--- src/rtl/cordic_pkg.sv ---
// Shared types and constants for the CORDIC fixed-point to binary16 converter.
package cordic_pkg;

  localparam int unsigned FX_W     = 17;  // CORDIC result width, [12:-4]
  localparam int unsigned MAG_W    = 18;  // magnitude width, [13:-4]
  localparam int unsigned EXP_IN_W = 6;   // signed exponent input width
  localparam int unsigned EXP_W    = 8;   // internal signed exponent width
  localparam int unsigned FP_W     = 16;  // binary16 width

  localparam int unsigned FP16_BIAS    = 15;
  localparam int unsigned FP16_EXP_INF = 31;

  // Two's-complement CORDIC datapath value; bit 10 weighs 1.0
  typedef logic [12:-4] cordic_fx_t;

  typedef enum logic [1:0] {
    IDLE  = 2'd0,
    NORM  = 2'd1,
    ROUND = 2'd2,
    OUT   = 2'd3
  } fx2fp_state_t;

endpackage

--- src/rtl/fp16_round_pack.sv ---
// Round-to-nearest-even of a normalised magnitude and packing into binary16.
module fp16_round_pack
  import cordic_pkg::*;
(
  input  logic              sign,
  input  logic              mag_zero,
  input  logic [10:-4]      mag,
  input  logic signed [7:0] exp,
  input  logic              sticky,
  output logic [15:0]       fp_c
);

  logic              sticky_all;
  logic              inc;
  logic              carry;
  logic [9:0]        mant;
  logic signed [7:0] exp_r;
  logic signed [8:0] e;

  // Round at mag[0], then bias the exponent and saturate/flush out of range.
  always_comb begin
    sticky_all = sticky | (|mag[-2:-4]);
    inc        = mag[-1] & (sticky_all | mag[0]);
    // All-ones significand plus one wraps the fraction to zero and bumps exp
    carry      = inc & (&mag[10:0]);
    mant       = 10'(mag[9:0] + 10'(inc));
    exp_r      = exp + $signed({7'd0, carry});
    e          = $signed({exp_r[7], exp_r}) + $signed(9'(FP16_BIAS));
    fp_c       = {sign, e[4:0], mant};
    if (mag_zero) begin
      fp_c = {sign, 15'h0000};
    end else if (e >= $signed(9'(FP16_EXP_INF))) begin
      fp_c = {sign, 5'h1F, 10'h000};
    end else if (e <= 9'sd0) begin
      fp_c = {sign, 15'h0000};
    end
  end

endmodule

--- src/rtl/cordic_fx2fp.sv ---
// Converts a CORDIC fixed-point result plus exponent to IEEE binary16.
module cordic_fx2fp
  import cordic_pkg::*;
(
  input  logic             clk,
  input  logic             rst,
  input  logic             in_valid,
  output logic             in_ready,
  input  cordic_fx_t       fx_in,
  input  logic [5:0]       exp_in,
  output logic             out_valid,
  input  logic             out_ready,
  output logic [15:0]      fp_out
);

  fx2fp_state_t      state;
  logic              sign;
  logic [13:-4]      mag;
  logic signed [7:0] exp;
  logic              sticky;

  logic [17:0]       fx_ext;
  logic [17:0]       fx_abs;
  logic              mag_zero;
  logic [15:0]       fp_c;

  // Sign-extend and take the magnitude; 18 bits keep |-2^16| representable.
  always_comb begin
    fx_ext   = {fx_in[12], fx_in};
    fx_abs   = fx_in[12] ? 18'(~fx_ext + 18'd1) : fx_ext;
    mag_zero = (mag == '0);
  end

  assign in_ready = (state == IDLE);

  fp16_round_pack u_round_pack (
    .sign     (sign),
    .mag_zero (mag_zero),
    .mag      (mag[10:-4]),
    .exp      (exp),
    .sticky   (sticky),
    .fp_c     (fp_c)
  );

  // Handshake FSM with one normalising shift per NORM cycle.
  always_ff @(posedge clk) begin
    if (rst) begin
      state     <= IDLE;
      out_valid <= 1'b0;
      fp_out    <= '0;
      mag       <= '0;
      exp       <= '0;
      sign      <= 1'b0;
      sticky    <= 1'b0;
    end else begin
      case (state)
        IDLE: begin
          if (in_valid) begin
            sign   <= fx_in[12];
            mag    <= fx_abs;
            exp    <= {{2{exp_in[5]}}, exp_in};
            sticky <= 1'b0;
            state  <= NORM;
          end
        end
        NORM: begin
          if (mag_zero) begin
            state <= ROUND;
          end else if (|mag[13:11]) begin
            mag    <= {1'b0, mag[13:-3]};
            exp    <= exp + 8'sd1;
            sticky <= sticky | mag[-4];
          end else if (!mag[10]) begin
            mag <= {mag[12:-4], 1'b0};
            exp <= exp - 8'sd1;
          end else begin
            state <= ROUND;
          end
        end
        ROUND: begin
          fp_out    <= fp_c;
          out_valid <= 1'b1;
          state     <= OUT;
        end
        OUT: begin
          if (out_ready) begin
            out_valid <= 1'b0;
            state     <= IDLE;
          end
        end
        default: state <= IDLE;
      endcase
    end
  end

endmodule

--- config.mk ---
export PLATFORM = sky130hd
export DESIGN_NAME = cordic_fx2fp
export DESIGN_NICKNAME = d
export VERILOG_FILES = /design/src/rtl/cordic_pkg.sv /design/src/rtl/fp16_round_pack.sv /design/src/rtl/cordic_fx2fp.sv
export SDC_FILE = /design/constraint.sdc
export NUM_CORES = 1
export LEC_CHECK = 0
export ABC_AREA = 1
export BUFFER_PORTS_ARGS = -buffer_cell sky130_fd_sc_hd__buf_2
export CAP_MARGIN = 10
export CORE_UTILIZATION = 50
export CTS_BUF_LIST = sky130_fd_sc_hd__clkbuf_4
export CTS_CLUSTER_DIAMETER = 100
export CTS_CLUSTER_SIZE = 25
export DETAILED_ROUTE_END_ITERATION = 10
export PLACE_DENSITY = 0.73
export SLEW_MARGIN = 20
export SYNTH_ARGS = -nofsm -noshare
export SYNTH_HDL_FRONTEND = slang
export SYNTH_SLANG_ARGS = --single-unit
export TNS_END_PERCENT = 30
--- constraint.sdc ---
create_clock -name clk -period 2.6 [get_ports clk]
set_input_delay 0.13 -clock clk [delete_from_list [all_inputs] [get_ports clk]]
set_output_delay 0.13 -clock clk [all_outputs]
set_load 0.02 [all_outputs]
Word-level counts from Yosys, hierarchy flattened --
Index checks and enable logic that the tools add are counted.
Storage, ports and cells: register bits 47, bits of input ports 27, output and inout port bits 18, logic and storage cells 71
Cells by class: add/sub/neg operators 6, $lt $le $gt $ge 2, eq/ne operators 10, muxes and demuxes 26, bitwise gates (word level) 6, reductions and logical operators 13
Operators with widths (count):
- $mux W18 | 5
- $mux W15 | 3
- $pmux W18 S2 | 1
- $mux W8 | 4
- $add A18 B1 Y18 const B | 1
- $logic_not A18 Y1 | 1
- $not A18 Y18 | 1
- $pmux W8 S2 | 1
- $reduce_and A4 Y1 | 3
- $reduce_and A11 Y1 | 1
- $add A10 B1 Y10 | 1
- $mux W2 | 5
- $add A8 B5 Y9 const B | 1
- $ge A9 B6 Y1 const B | 1
- $le A9 B1 Y1 const B | 1
- $ne A3 B3 Y1 const B | 3
- $add A8 B2 Y8 | 1
- $add A8 B2 Y8 const B | 1
- $ne A2 B2 Y1 const B | 4
- $pmux W2 S4 | 1
- $sub A8 B2 Y8 const B | 1
- $reduce_or A3 Y1 | 2
- $eq A2 B2 Y1 const B | 2
- $mux W1 | 4
- other kinds (8) | 14

Depth between registers and ports, before layout --
Gate-level depths: netlist of the first run.
depth in word-level cells 11, mapped depth 21, depth with buffers taken out 21

Modules after synthesis --
Synthesis of the first run repeated with hierarchy kept, for this count alone.
Second synthesis, totals: cells, all modules 626, area total of the unflattened synthesis 3930.0 um^2
By module, submodules not included:
- cordic_fx2fp | times used 1, cells each 469, area an instance 2974.1 um^2, seq. area each 940.9 um^2
- fp16_round_pack | times used 1, cells each 157, area an instance 955.9 um^2, seq. area each 0.0 um^2

Least setup slack after synthesis of the first run --
Ideal clock, no wire load.
kind reg-to-reg, start point register mag[6] (netlist bit), end point register fp_out[5], setup time 0.137 ns, arrival time 2.724 ns, data required time 2.463 ns, setup slack -0.261 ns, cell stages (with the launch flop) 22, path buffers 1, clock period less this slack 2.861 ns, path through dfxtp_1 inv_1 nor3_1 nand2_1 nor4_1 ha_1 inv_1 nand2_1 nand2_1 ha_1 inv_1 nor2_2 nand2_1 nand3_2 nor2_4 nand2_2 nand2_4 nand3_2 and2_1 buf_6 nand3_1 a21oi_1
On the way: word-level cells in the longest chain between the ends 8, elaborated cells between the ends (all ways) 10, those cells by class add/sub: 2; order compare: 2; mux: 3; bitwise: 1; reduce/logical: 2
RTL lines:
- start: declaration | RTL line cordic_fx2fp.sv:18 | logic [13:-4] mag;
- start signal: assignment | RTL line cordic_fx2fp.sv:60 | mag <= fx_abs;
- start signal: assignment | RTL line cordic_fx2fp.sv:70 | mag <= {1'b0, mag[13:-3]};
- start signal: assignment | RTL line cordic_fx2fp.sv:74 | mag <= {mag[12:-4], 1'b0};
- $reduce_and A11 Y1 | RTL line fp16_round_pack.sv:25 | carry = inc & (&mag[10:0]);
- $and A1 B1 Y1 | RTL line fp16_round_pack.sv:25
- $add A8 B2 Y8 | RTL line fp16_round_pack.sv:27 | exp_r = exp + $signed({7'd0, carry});
- $add A8 B5 Y9 | RTL line fp16_round_pack.sv:28 | e = $signed({exp_r[7], exp_r}) + $signed(9'(FP16_BIAS));
- $le A9 B1 Y1 | RTL line fp16_round_pack.sv:34 | end else if (e <= 9'sd0) begin
- $mux W15 | RTL line fp16_round_pack.sv:34
- $mux W15 | RTL line fp16_round_pack.sv:32 | end else if (e >= $signed(9'(FP16_EXP_INF))) begin
- $mux W15 * | RTL line fp16_round_pack.sv:30 | if (mag_zero) begin
- end signal: assignment | RTL line cordic_fx2fp.sv:81 | fp_out <= fp_c;
- end: declaration | RTL line cordic_fx2fp.sv:13 | output logic [15:0] fp_out
Mark *: on every way between the ends. The rest lies on a longest branch, timed or not. A chain may end at the register's enable or synchronous reset.

Worst setup path in the final report of the first run --
start point register mag[6] (netlist bit), end point register fp_out[10]
Same word-level chain as after synthesis.

==> run summary, run 1 <==
SYNTHESIS
------------------------------------------------------------------------------------------------------
Seq/Total Area, Yosys                                                                            26.2%
Mean instance size in the synthesized netlist                                                 6.54 um2
Cell types occupying the most area after synthesis                                        dfxtp_1 26%, nand2_1 11%, o21ai_0 7.0%
Warnings, synthesis                                                                                  0
Netlist area before placement                                                                 3590 um2
Most common cell in the netlist                                                                nand2_1
Cell type with the largest total area after synthesis                                          dfxtp_1
Cell types with the highest counts after synthesis                                        106 x nand2_1, 59 x inv_1, 50 x o21ai_0
Yosys top cell area share                                                                        26.2%
Synthesis-stage register bit count                                                                  47
Number of enable-type register cells in the synthesized netlist                                      0
Dominant synthesized flop cell                                                                 dfxtp_1
Synth cell types                                                                                    45
Post-synthesis cell count                                                                          549
Total nets after synthesis                                                                         593
Share of synthesized flip-flops with an asynchronous set or reset                                   0%

FINAL LAYOUT
------------------------------------------------------------------------------------------------------
Number of nets in the finished design                                                              662
Multi-input gate area in the final layout                                                     2380 um2
Fraction of layout instances using a drive strength above 1                                      25.8%
Count of inserted antenna diode cells                                                                0
Area occupied by registers                                                                     950 um2
Total of fill cells in the finished design                                                         675
Final core area utilization                                                                      62.1%
Area overhead of the layout relative to synthesis                                                18.8%

SETUP PATH
------------------------------------------------------------------------------------------------------
Worst stage delay on the critical path                                                         0.37 ns
Worst path cell trace                                                                     inv_2 > nor3_2 > nand2_1 > nor4_4 > ha_2 > inv_2 > nand2_2 > nand2_2 > ha_4 > inv_1 > nand2_1 > o21ai_1 > nand2_1 > nor2_2 > nor2_4 > nand3_4 > nand2_2 > nand2_1 > nand2_1 > a21oi_1
Crit start category                                                                               flop
Slowest library cell on the worst path                                                         dfxtp_2
Data required, critical path                                                                   2.89 ns
Maximum fanout along the worst path                                                                  6
Sort of element at the end of the critical path                                                   flop
Cell mode on critical path                                                                     nand2_1
Arrival time at the worst endpoint                                                             2.94 ns
Critical path class                                                                       flop to flop
Reg2Reg Depth                                                                                       20

POWER AND IR DROP
------------------------------------------------------------------------------------------------------
Power per cell area                                                                        1230 nW/um2
Clock network fraction of design power                                                            7.0%
Tot Pwr                                                                                      0.00526 W
Switch Pwr                                                                                   0.00273 W
Leakage power summed over all cells                                                            1.93 nW
Sequential power share                                                                           23.2%
Internal Pwr Total                                                                           0.00253 W
Worst voltage drop across the vdd grid                                                        0.671 mV
Comb power frac                                                                                  69.8%
Proportion of total power due to net switching                                                   51.9%

GLOBAL ROUTING
------------------------------------------------------------------------------------------------------
Global-route usage over all layers                                                               26.2%
Largest net degree at the start of global routing                                                   33
Most utilized layer in the global route result                                                    met2
Routing usage on met1                                                                            31.1%
First-pass GRT wire length                                                                     15.8 mm
Total global routing overflow                                                                        0
Number of antenna violations at the first check in global routing                                    0
Global-route met3 utilization                                                                    3.81%
Number of global-route vias before repair                                                        3,630
Met2 track utilization from global routing                                                       48.3%

RUN STATUS
------------------------------------------------------------------------------------------------------
Result of the run                                                                         complete, but fails checks
Violations in the final reports                                                           setup timing

RUN
------------------------------------------------------------------------------------------------------
Maximum capacitance violations                                                                       0

CLOCK NETWORK
------------------------------------------------------------------------------------------------------
Clk sink count                                                                                      47
Cell at the root of the clock tree                                                            clkbuf_4
CTS tree                                                                                           yes
Maximum root-to-sink buffer count                                                                    2
Number of CTS-inserted buffers                                                                       5
Clock transition at the register clock pins on the worst setup and hold paths after CTS        0.16 ns
# H-tree levels                                                                                      2
Source-to-sink clock delay at the later pin of the worst-skew pair                             0.37 ns

PLACED DESIGN
------------------------------------------------------------------------------------------------------
Worst slack after detailed placement                                                         -0.161 ns
Number of buffers inserted by port buffering                                                        44
Final GP Congestion                                                                              0.892
DPL Wire Length                                                                                7.09 mm

STA
------------------------------------------------------------------------------------------------------
Setup repair after global routing missed its margin                                               true
Relative slew slack                                                                              52.4%
Worst hold slack                                                                             0.0155 ns
Setup-failing EPs final                                                                             12
Period utilization                                                                                102%
Final hold violation count                                                                           0
Max Clk Rate                                                                                   377 MHz
Worst clock skew on the final layout                                                         0.0202 ns
Tightest Pin Transition                                                                       0.713 ns
Final count of pins violating max slew                                                               0
Final Critical Period                                                                          2.65 ns
Final critical-path setup slack                                                             -0.0532 ns

FLOORPLAN
------------------------------------------------------------------------------------------------------
Vertical die dimension                                                                         86.7 um
Ports                                                                                               45
# rows                                                                                              30
Starting density of the core                                                                     52.3%
Core area                                                                                     6870 um2
Full die area                                                                                 7520 um2
Horizontal extent of the die                                                                   86.7 um

ROUTING
------------------------------------------------------------------------------------------------------
Detailed Route WL                                                                              9.47 mm
Iteration-0 DRC Markers                                                                            197
Number of design rule violations left after detail routing                                           0
Router iterations before antenna repair                                                              5
DR vias                                                                                          3,871
Remaining antenna violation count                                                                    0
Routed len/inst                                                                                13.2 um
Routed via count divided by cell count                                                            5.41

HOLD PATH
------------------------------------------------------------------------------------------------------
Count of cells along the worst hold path                                                             3
Worst hold path type                                                                      input port to flop

cells by family (layout without fill, tap and decap cells):
logic type / Yosys count / in the layout / share of synthesized area (%)
compound gates: 133 / 133 / 21.3
xor+xnor: 12 / 12 / 2.93
fa+ha+maj: 17 / 17 / 6.13
buf+inv: 86 / 156 / 9.51
flops: 47 / 47 / 26.2
simple gates: 254 / 254 / 33.9
critical path, delay by kind of cell (launching register included):
family                     cells  cell delay [ns]
AOI/OAI and AO/OA              2             0.24
DFF                            1             0.37
and+or+nand+nor               13             1.31
buffers and inverters          3             0.17
adders and majority gates      2             0.49
timing repair:
action	CTS	global route
endpoints found under the setup margin	15	15
resized for setup	14	2
buffers inserted	2	2
pin swaps	20	4
hold buffers	0	0
area by class of cell:
cell class	instances	area share (%)
multi-input combinational	416	55.8
sequential	47	22.3
timing repair buffer	83	12.0
inverter	65	5.72
tap	96	2.82
clock buffer	6	1.06
clock inverter	2	0.293
cell usage in the layout (no fill, tap or decap), types with 2 or more instances in the layout:
| master | synthesis | routed |
|---|---|---|
| a211oi_1 | 6 | 6 |
| a21oi_1 | 46 | 46 |
| a21oi_2 | 4 | 4 |
| a31oi_1 | 7 | 7 |
| buf_2 | 6 | 44 |
| buf_4 | 1 | 39 |
| clkbuf_4 | 0 | 6 |
| clkinv_1 | 2 | 3 |
| dfxtp_1 | 47 | 40 |
| dfxtp_2 | 0 | 7 |
| ha_1 | 16 | 13 |
| ha_2 | 0 | 2 |
| inv_1 | 59 | 54 |
| inv_2 | 4 | 9 |
| nand2_1 | 106 | 101 |
| nand2_2 | 8 | 13 |
| nand3_1 | 48 | 48 |
| nand3_2 | 10 | 10 |
| nand4_1 | 7 | 7 |
| nor2_1 | 42 | 41 |
| nor2_2 | 7 | 7 |
| nor2_4 | 2 | 3 |
| nor3_1 | 14 | 13 |
| o21ai_0 | 50 | 49 |
| o21ai_1 | 1 | 2 |
| o21ai_2 | 2 | 2 |
| o311ai_0 | 3 | 3 |
| o31ai_1 | 6 | 5 |
| or2_2 | 3 | 3 |
| xor2_1 | 11 | 11 |
final timing paths:
check | startpoint | to | slack (ns)
max | mag[6] | fp_out[10] | -0.05
min | exp_in[3] | exp[3] | 0.02
max reg2reg | mag[6] | fp_out[10] | -0.05
min reg2reg | fp_out[11] | fp_out[11] | 0.47
flip-flops by register name (all words and copies together) (netlist names):
| register | cells |
|---|---|
| fp_out | 16 |
| state | 2 |
| mag[-2] | 1 |
| sticky | 1 |
| mag[-1] | 1 |
| mag[-3] | 1 |
| sign | 1 |
| mag[-4] | 1 |
| exp | 8 |
| mag | 14 |
| out_valid | 1 |
routing by layer:
layer | part of all wire (%) | vias to the layer above
li1 | - | 1982
met1 | 44 | 1761
met2 | 50 | 111
met3 | 4.2 | 17
met4 | 2.1 | 0
met5 | 0 | -
power by group through the flow:
stage	combinational [W]	sequential, W	clock (W)
final	0.00367	0.00122	0.000369
after global routing	0.00408	0.00125	0.000402
after CTS	0.00359	0.00121	0.000375
after detailed placement	0.00351	0.00121	0
after global placement	0.00343	0.00120	0
after floorplan	0.00241	0.00127	0
through the flow:
stage / cells / TNS [ns] / area, um2
2_1_floorplan: 549 / -0.654 / 3630
3_3_place_gp: 704 / -1.02 / 4140
3_5_place_dp: 704 / -1.93 / 4140
4_1_cts: 713 / -0.298 / 4250
5_1_grt: 715 / -3.79 / 4270
6_report: 715 / -0.390 / 4270
No activity file was read; power rests on OpenSTA's default activity.
==> inputs of run 2 (changes only) <==
- CORE_ASPECT_RATIO: default -> 0.8
==> run summary, run 2 (synthesis results as in run 1) <==
SETUP PATH
------------------------------------------------------------------------------------------------------
Data required, critical path                                                                   2.91 ns   +0.02 ns
Maximum fanout along the worst path                                                                  6   unchanged
Worst stage delay on the critical path                                                         0.36 ns   about the same
Slowest library cell on the worst path                                                         dfxtp_2
Crit start category                                                                               flop
Cell count along the critical path                                                                  17   -15%
Kind of cell adding the most delay to the critical path                                   simple AND/OR/NAND/NOR gates
Worst path cell trace                                                                     nor2_2 > nand2_2 > o31ai_4 > nor4_4 > buf_4 > ha_4 > nand3_4 > nor2_4 > buf_6 > nor2_4 > nand3_1 > o21ai_4 > buf_4 > nand3_4 > and2_4 > nand3_1 > a21oi_1
Launch point of the worst reg-to-reg path                                                      mag[-3]
Critical path class                                                                       flop to flop
Buffers and inverters on the worst path                                                              3   unchanged
Origin of the worst setup path                                                                 mag[-3]
Reg2Reg Depth                                                                                       17   -15%
Sort of element at the end of the critical path                                                   flop
Arrival time at the worst endpoint                                                             3.01 ns   +0.07 ns

STA
------------------------------------------------------------------------------------------------------
Period utilization                                                                                104%   +1.9 points
Max Clk Rate                                                                                   370 MHz   -1.8%
Final Critical Period                                                                          2.70 ns   +0.0491 ns
Worst clock skew on the final layout                                                         0.0124 ns   -0.00785 ns
Setup repair after global routing missed its margin                                               true
Final critical-path setup slack                                                              -0.102 ns   -0.0491 ns
Setup-failing EPs final                                                                             24   +12
Final count of pins violating max slew                                                               0   unchanged
Final hold violation count                                                                           0   unchanged
Relative slew slack                                                                              45.4%   -7.0 points
Tightest Pin Transition                                                                       0.818 ns   +0.105 ns

FLOORPLAN
------------------------------------------------------------------------------------------------------
Starting density of the core                                                                     51.9%   -0.43 points
Vertical die dimension                                                                         77.8 um   -10%
Ports                                                                                               45   unchanged
Core area                                                                                     6930 um2   +0.82%
Full die area                                                                                 7530 um2   about the same
# rows                                                                                              27   -10%
Horizontal extent of the die                                                                   96.8 um   +12%

FINAL LAYOUT
------------------------------------------------------------------------------------------------------
Number of nets in the finished design                                                              677   +2.3%
Final std cell area, no fill                                                                  4610 um2   +7.9%
Largest registers ranked by flip-flop count                                               fp_out x16, mag x14, exp x8
Most frequent standard cell in the layout excluding fill and tap cells                         nand2_1
Top register by number of flip-flops                                                            fp_out
Max reg flops                                                                                       16   unchanged
Count of inserted antenna diode cells                                                                0   unchanged
Total of fill cells in the finished design                                                         618   -8.4%
Final core area utilization                                                                      66.5%   +4.4 points
Fraction of layout instances using a drive strength above 1                                      31.9%   +6.0 points
Area overhead of the layout relative to synthesis                                                28.3%
Leading cell types in the layout, fill and taps excluded                                  90 x nand2_1, 52 x inv_1, 46 x nand3_1, 46 x buf_4, 44 x buf_2

RUN
------------------------------------------------------------------------------------------------------
Maximum capacitance violations                                                                       0   unchanged

PLACED DESIGN
------------------------------------------------------------------------------------------------------
Cell Area, Placed                                                                             4150 um2   +0.27%
Final GP Congestion                                                                              0.937   +5.0%
DPL Wire Length                                                                                7.10 mm   +0.10%
Number of buffers inserted by port buffering                                                        44   unchanged

GLOBAL ROUTING
------------------------------------------------------------------------------------------------------
Total global routing overflow                                                                        0   unchanged
First-pass GRT wire length                                                                     16.3 mm   +3.5%
Number of global-route vias before repair                                                        3,640   +0.28%
Number of antenna violations at the first check in global routing                                    0   unchanged
Global-route usage over all layers                                                               26.2%   -0.059 points
Largest net degree at the start of global routing                                                   28   -15%

POWER AND IR DROP
------------------------------------------------------------------------------------------------------
Worst voltage drop across the vdd grid                                                        0.624 mV   -7.0%
Power per cell area                                                                        1290 nW/um2   +4.6%
Leakage power summed over all cells                                                            2.04 nW   +5.9%

CLOCK NETWORK
------------------------------------------------------------------------------------------------------
Maximum root-to-sink buffer count                                                                    2   unchanged
Clk sink count                                                                                      47   unchanged
Number of CTS-inserted buffers                                                                       5   unchanged
Clock transition at the register clock pins on the worst setup and hold paths after CTS        0.18 ns   +0.02 ns
# H-tree levels                                                                                      2   unchanged
CTS tree                                                                                           yes
Source-to-sink clock delay at the later pin of the worst-skew pair                             0.40 ns   +0.03 ns
Cell at the root of the clock tree                                                            clkbuf_4

ROUTING
------------------------------------------------------------------------------------------------------
DR vias                                                                                          4,014   +3.7%
Routed via count divided by cell count                                                            5.57   +2.8%
Detailed Route WL                                                                              10.2 mm   +7.8%
Remaining antenna violation count                                                                    0   unchanged
Routed len/inst                                                                                14.2 um   +6.9%
Router iterations before antenna repair                                                              5   unchanged
Iteration-0 DRC Markers                                                                            247   +25%
Number of design rule violations left after detail routing                                           0   unchanged

RUN STATUS
------------------------------------------------------------------------------------------------------
Result of the run                                                                         complete, but fails checks
Violations in the final reports                                                           setup timing

HOLD PATH
------------------------------------------------------------------------------------------------------
Count of cells along the worst hold path                                                             3   unchanged
Worst hold path type                                                                      input port to flop
Hold path start                                                                               fx_in[0]

==> run 2: through the flow <==
step	power, W	instances	hold WS, ns	TNS, ns	setup WS, ns
floorplan	0.00368	549	0.208	-0.654	-0.0763
global placement	0.00466	698	0.413	-0.986	-0.0855
detailed placement	0.00473	698	0.414	-2.85	-0.228
CTS	0.00532	714	0.000828	-0.449	-0.0657
global route	0.00640	721	0.00758	-5.90	-0.271
finish	0.00594	721	0.0114	-1.54	-0.102
==> run 2: per-layer routing <==
metal | track usage (%) | part of all wire [%] | up-vias | wire [um]
met5 | 0 | 0 | - | 0
met4 | 7.61 | 2.2 | 0 | 224
met3 | 3.96 | 5.5 | 21 | 557
met2 | 45.4 | 48 | 121 | 4910
met1 | 33.7 | 44 | 1854 | 4510
li1 | - | - | 2018 | -
==> run 2: cell type report <==
type	instances	area, um2	share of cell area (%)
Multi-Input combinational cell	417	2580	56.1
Sequential cell	47	950	20.6
Timing Repair Buffer	96	639	13.9
Inverter	65	253	5.49
Tap cell	87	109	2.36
Clock buffer	5	37.5	0.815
Clock inverter	3	27.5	0.598
Timing Repair inverter	1	7.51	0.163
==> run 2: worst paths after layout <==
kind / slack (ns) / end
max: -0.10 / fp_out[5]
min: 0.01 / mag[-4]
max reg2reg: -0.10 / fp_out[5]
min reg2reg: 0.47 / mag[13]
==> run 2: worst min-delay path, stage by stage <==
cell and delay, ns:
buf_2 0.11, nand2_1 0.07, a31oi_1 0.08
==> run 2: power by group <==
group          total, W  internal (W)  switching, W
clock network  0.000419      0.000116      0.000303
registers       0.00125      0.000987      0.000262
logic           0.00427       0.00174       0.00252
total           0.00594       0.00285       0.00309
==> run 2: repair_timing <==
item | in CTS | in global routing
buffers inserted | 7 | 5
resized for setup | 12 | 77
setup endpoints to repair | 15 | 39
hold buffers | 2 | 0
pin swaps | 16 | 25
hold endpoints to repair | 2 | 0
gates cloned | 0 | 2
==> inputs of run 3 (changes only) <==
- PLACE_DENSITY: 0.73 -> 0.7
- clock period: 2.6 -> 3 ns (I/O delays scaled with it)
==> run summary, run 3 (synthesis results as in run 1) <==
CLOCK NETWORK
------------------------------------------------------------------------------------------------------
CTS tree                                                                                           yes
Maximum root-to-sink buffer count                                                                    2   unchanged
Cell at the root of the clock tree                                                            clkbuf_4
# H-tree levels                                                                                      2   unchanged
Clk sink count                                                                                      47   unchanged
Source-to-sink clock delay at the later pin of the worst-skew pair                             0.39 ns   about the same
Clock transition at the register clock pins on the worst setup and hold paths after CTS        0.16 ns   -0.02 ns
Number of CTS-inserted buffers                                                                       5   unchanged

FLOORPLAN
------------------------------------------------------------------------------------------------------
Starting density of the core                                                                     51.9%   unchanged
Core area                                                                                     6930 um2   unchanged
Ports                                                                                               45   unchanged
# rows                                                                                              27   unchanged
Full die area                                                                                 7530 um2   unchanged
Horizontal extent of the die                                                                   96.8 um   unchanged
Vertical die dimension                                                                         77.8 um   unchanged

GLOBAL ROUTING
------------------------------------------------------------------------------------------------------
Global-route usage over all layers                                                               25.9%   -0.33 points
Number of antenna violations at the first check in global routing                                    0   unchanged
Largest net degree at the start of global routing                                                   25   -11%
First-pass GRT wire length                                                                     16.2 mm   -0.80%
Total global routing overflow                                                                        0   unchanged
Number of global-route vias before repair                                                        3,612   -0.77%

ROUTING
------------------------------------------------------------------------------------------------------
Detailed Route WL                                                                              9.33 mm   -8.6%
Routed via count divided by cell count                                                            5.61   +0.72%
Routed met1 length                                                                             4.19 mm   -7.1%
Sum of met3 wire segment lengths after detailed routing                                         556 um   -0.18%
Iteration-0 DRC Markers                                                                            345   +40%
Remaining antenna violation count                                                                    0   unchanged
Met2 layer wire length in the routed design                                                    4.39 mm   -11%
Number of design rule violations left after detail routing                                           0   unchanged
Routed len/inst                                                                                13.6 um   -4.2%
Highest Signal Layer                                                                              met4
DR vias                                                                                          3,858   -3.9%
Router iterations before antenna repair                                                              5   unchanged

RUN STATUS
------------------------------------------------------------------------------------------------------
Result of the run                                                                         finished, final reports clean

STA
------------------------------------------------------------------------------------------------------
Final critical-path setup slack                                                               0.146 ns   +0.248 ns
Setup-failing EPs final                                                                              0   -100%
Worst hold slack                                                                             0.0284 ns   +0.0170 ns
Final hold violation count                                                                           0   unchanged
Tightest Pin Transition                                                                       0.673 ns   -0.145 ns
Final Critical Period                                                                          2.85 ns   +0.152 ns
Period utilization                                                                               95.1%   -8.8 points
Worst clock skew on the final layout                                                         0.0200 ns   +0.00762 ns
Final total negative setup slack                                                                  0 ns   +1.54 ns
Relative slew slack                                                                              55.1%   +9.7 points
Max Clk Rate                                                                                   350 MHz   -5.3%
Final count of pins violating max slew                                                               0   unchanged

FINAL LAYOUT
------------------------------------------------------------------------------------------------------
Final std cell area, no fill                                                                  4190 um2   -9.0%
Most frequent standard cell in the layout excluding fill and tap cells                         nand2_1
Multi-input gate area in the final layout                                                     2420 um2   -6.1%
Fraction of layout instances using a drive strength above 1                                      22.5%   -9.4 points
Leading cell types in the layout, fill and taps excluded                                  101 x nand2_1, 58 x inv_1, 49 x o21ai_0
Top register by number of flip-flops                                                            fp_out
Total of fill cells in the finished design                                                         683   +11%
Area overhead of the layout relative to synthesis                                                16.7%
Largest registers ranked by flip-flop count                                               fp_out x16, mag x14, exp x8
Area occupied by registers                                                                     943 um2   -0.66%
Max reg flops                                                                                       16   unchanged
Count of inserted antenna diode cells                                                                0   unchanged
Number of nets in the finished design                                                              644   -4.9%
Final core area utilization                                                                      60.5%   -6.0 points

SETUP PATH
------------------------------------------------------------------------------------------------------
Crit start category                                                                               flop
Worst stage delay on the critical path                                                         0.39 ns   +0.03 ns
Slowest library cell on the worst path                                                         dfxtp_2
Worst path cell trace                                                                     nand2_4 > nor3_4 > nand2_2 > nor4_4 > ha_2 > inv_1 > nand2_1 > nand2_2 > ha_4 > inv_2 > nor2_2 > nand2_1 > nand2_1 > nand2_2 > nor2_2 > nor2_2 > nand3_4 > nor2_8 > nand3_2 > a21oi_2
Sort of element at the end of the critical path                                                   flop
Data required, critical path                                                                   3.32 ns   +0.41 ns
Critical path class                                                                       flop to flop
Arrival time at the worst endpoint                                                             3.18 ns   +0.17 ns
Maximum fanout along the worst path                                                                  6   unchanged

PLACED DESIGN
------------------------------------------------------------------------------------------------------
DPL Wire Length                                                                                7.04 mm   -0.87%
Cell Area, Placed                                                                             3970 um2   -4.5%
Worst slack after detailed placement                                                         -0.212 ns   +0.0160 ns
Number of buffers inserted by port buffering                                                        44   unchanged
Final GP Congestion                                                                              0.950   +1.3%

POWER AND IR DROP
------------------------------------------------------------------------------------------------------
Power per cell area                                                                        1060 nW/um2   -18%
Leakage power summed over all cells                                                            1.89 nW   -7.7%
Worst voltage drop across the vdd grid                                                        0.414 mV   -34%

RUN
------------------------------------------------------------------------------------------------------
Maximum capacitance violations                                                                       0   unchanged

HOLD PATH
------------------------------------------------------------------------------------------------------
Worst hold path type                                                                      input port to flop

==> run 3: power by group <==
group          internal, W  switching (W)
combinational      0.00105        0.00188
clock             0.000178       0.000235
sequential        0.000850       0.000229
total              0.00208        0.00235
==> run 3: area by class of cell <==
type                            instances  area share, %
Inverter                               65           5.82
Timing Repair Buffer                   65           9.17
Clock inverter                          3           1.11
Multi-Input combinational cell        416           57.9
Sequential cell                        47           22.5
Clock buffer                            5          0.896
Tap cell                               87           2.60
==> run 3: what timing repair did <==
action / in CTS / in global routing
resized for setup: 5 / 26
hold buffers: 1 / 0
hold endpoints to repair: 1 / 0
pin swaps: 0 / 16
endpoints found under the setup margin: 12 / 14
setup buffers: 0 / 1
==> run 3: metrics by stage <==
step                std cells  total power [W]
finish                    688          0.00443
detailed placement        678          0.00386
CTS                       687          0.00430
global placement          678          0.00381
global route              688          0.00487
floorplan                 549          0.00315
==> run 3: metal layers <==
layer | global-route usage [%] | up-vias
met4 | 6.72 | 0
met2 | 44.7 | 113
met3 | 4.50 | 22
met1 | 33.3 | 1772
met5 | 0 | -
li1 | - | 1951
==> run 3: worst max-delay path: cells and delay by family, from the launching register on <==
| family | cells | cell delay (ns) |
|---|---|---|
| flops | 1 | 0.39 |
| simple gates | 15 | 1.75 |
| compound gates | 1 | 0.11 |
| fa+ha+maj | 2 | 0.43 |
| buf+inv | 2 | 0.11 |
==> run 3: final timing paths <==
check	slack, ns	endpoint	cells past startpoint	from
hold reg to reg	0.47	mag[13]	2	mag[13]
setup / recovery	0.15	fp_out[2]	20	mag[4]
hold / removal	0.03	mag[-4]	3	fx_in[0]
setup reg to reg	0.15	fp_out[2]	20	mag[4]
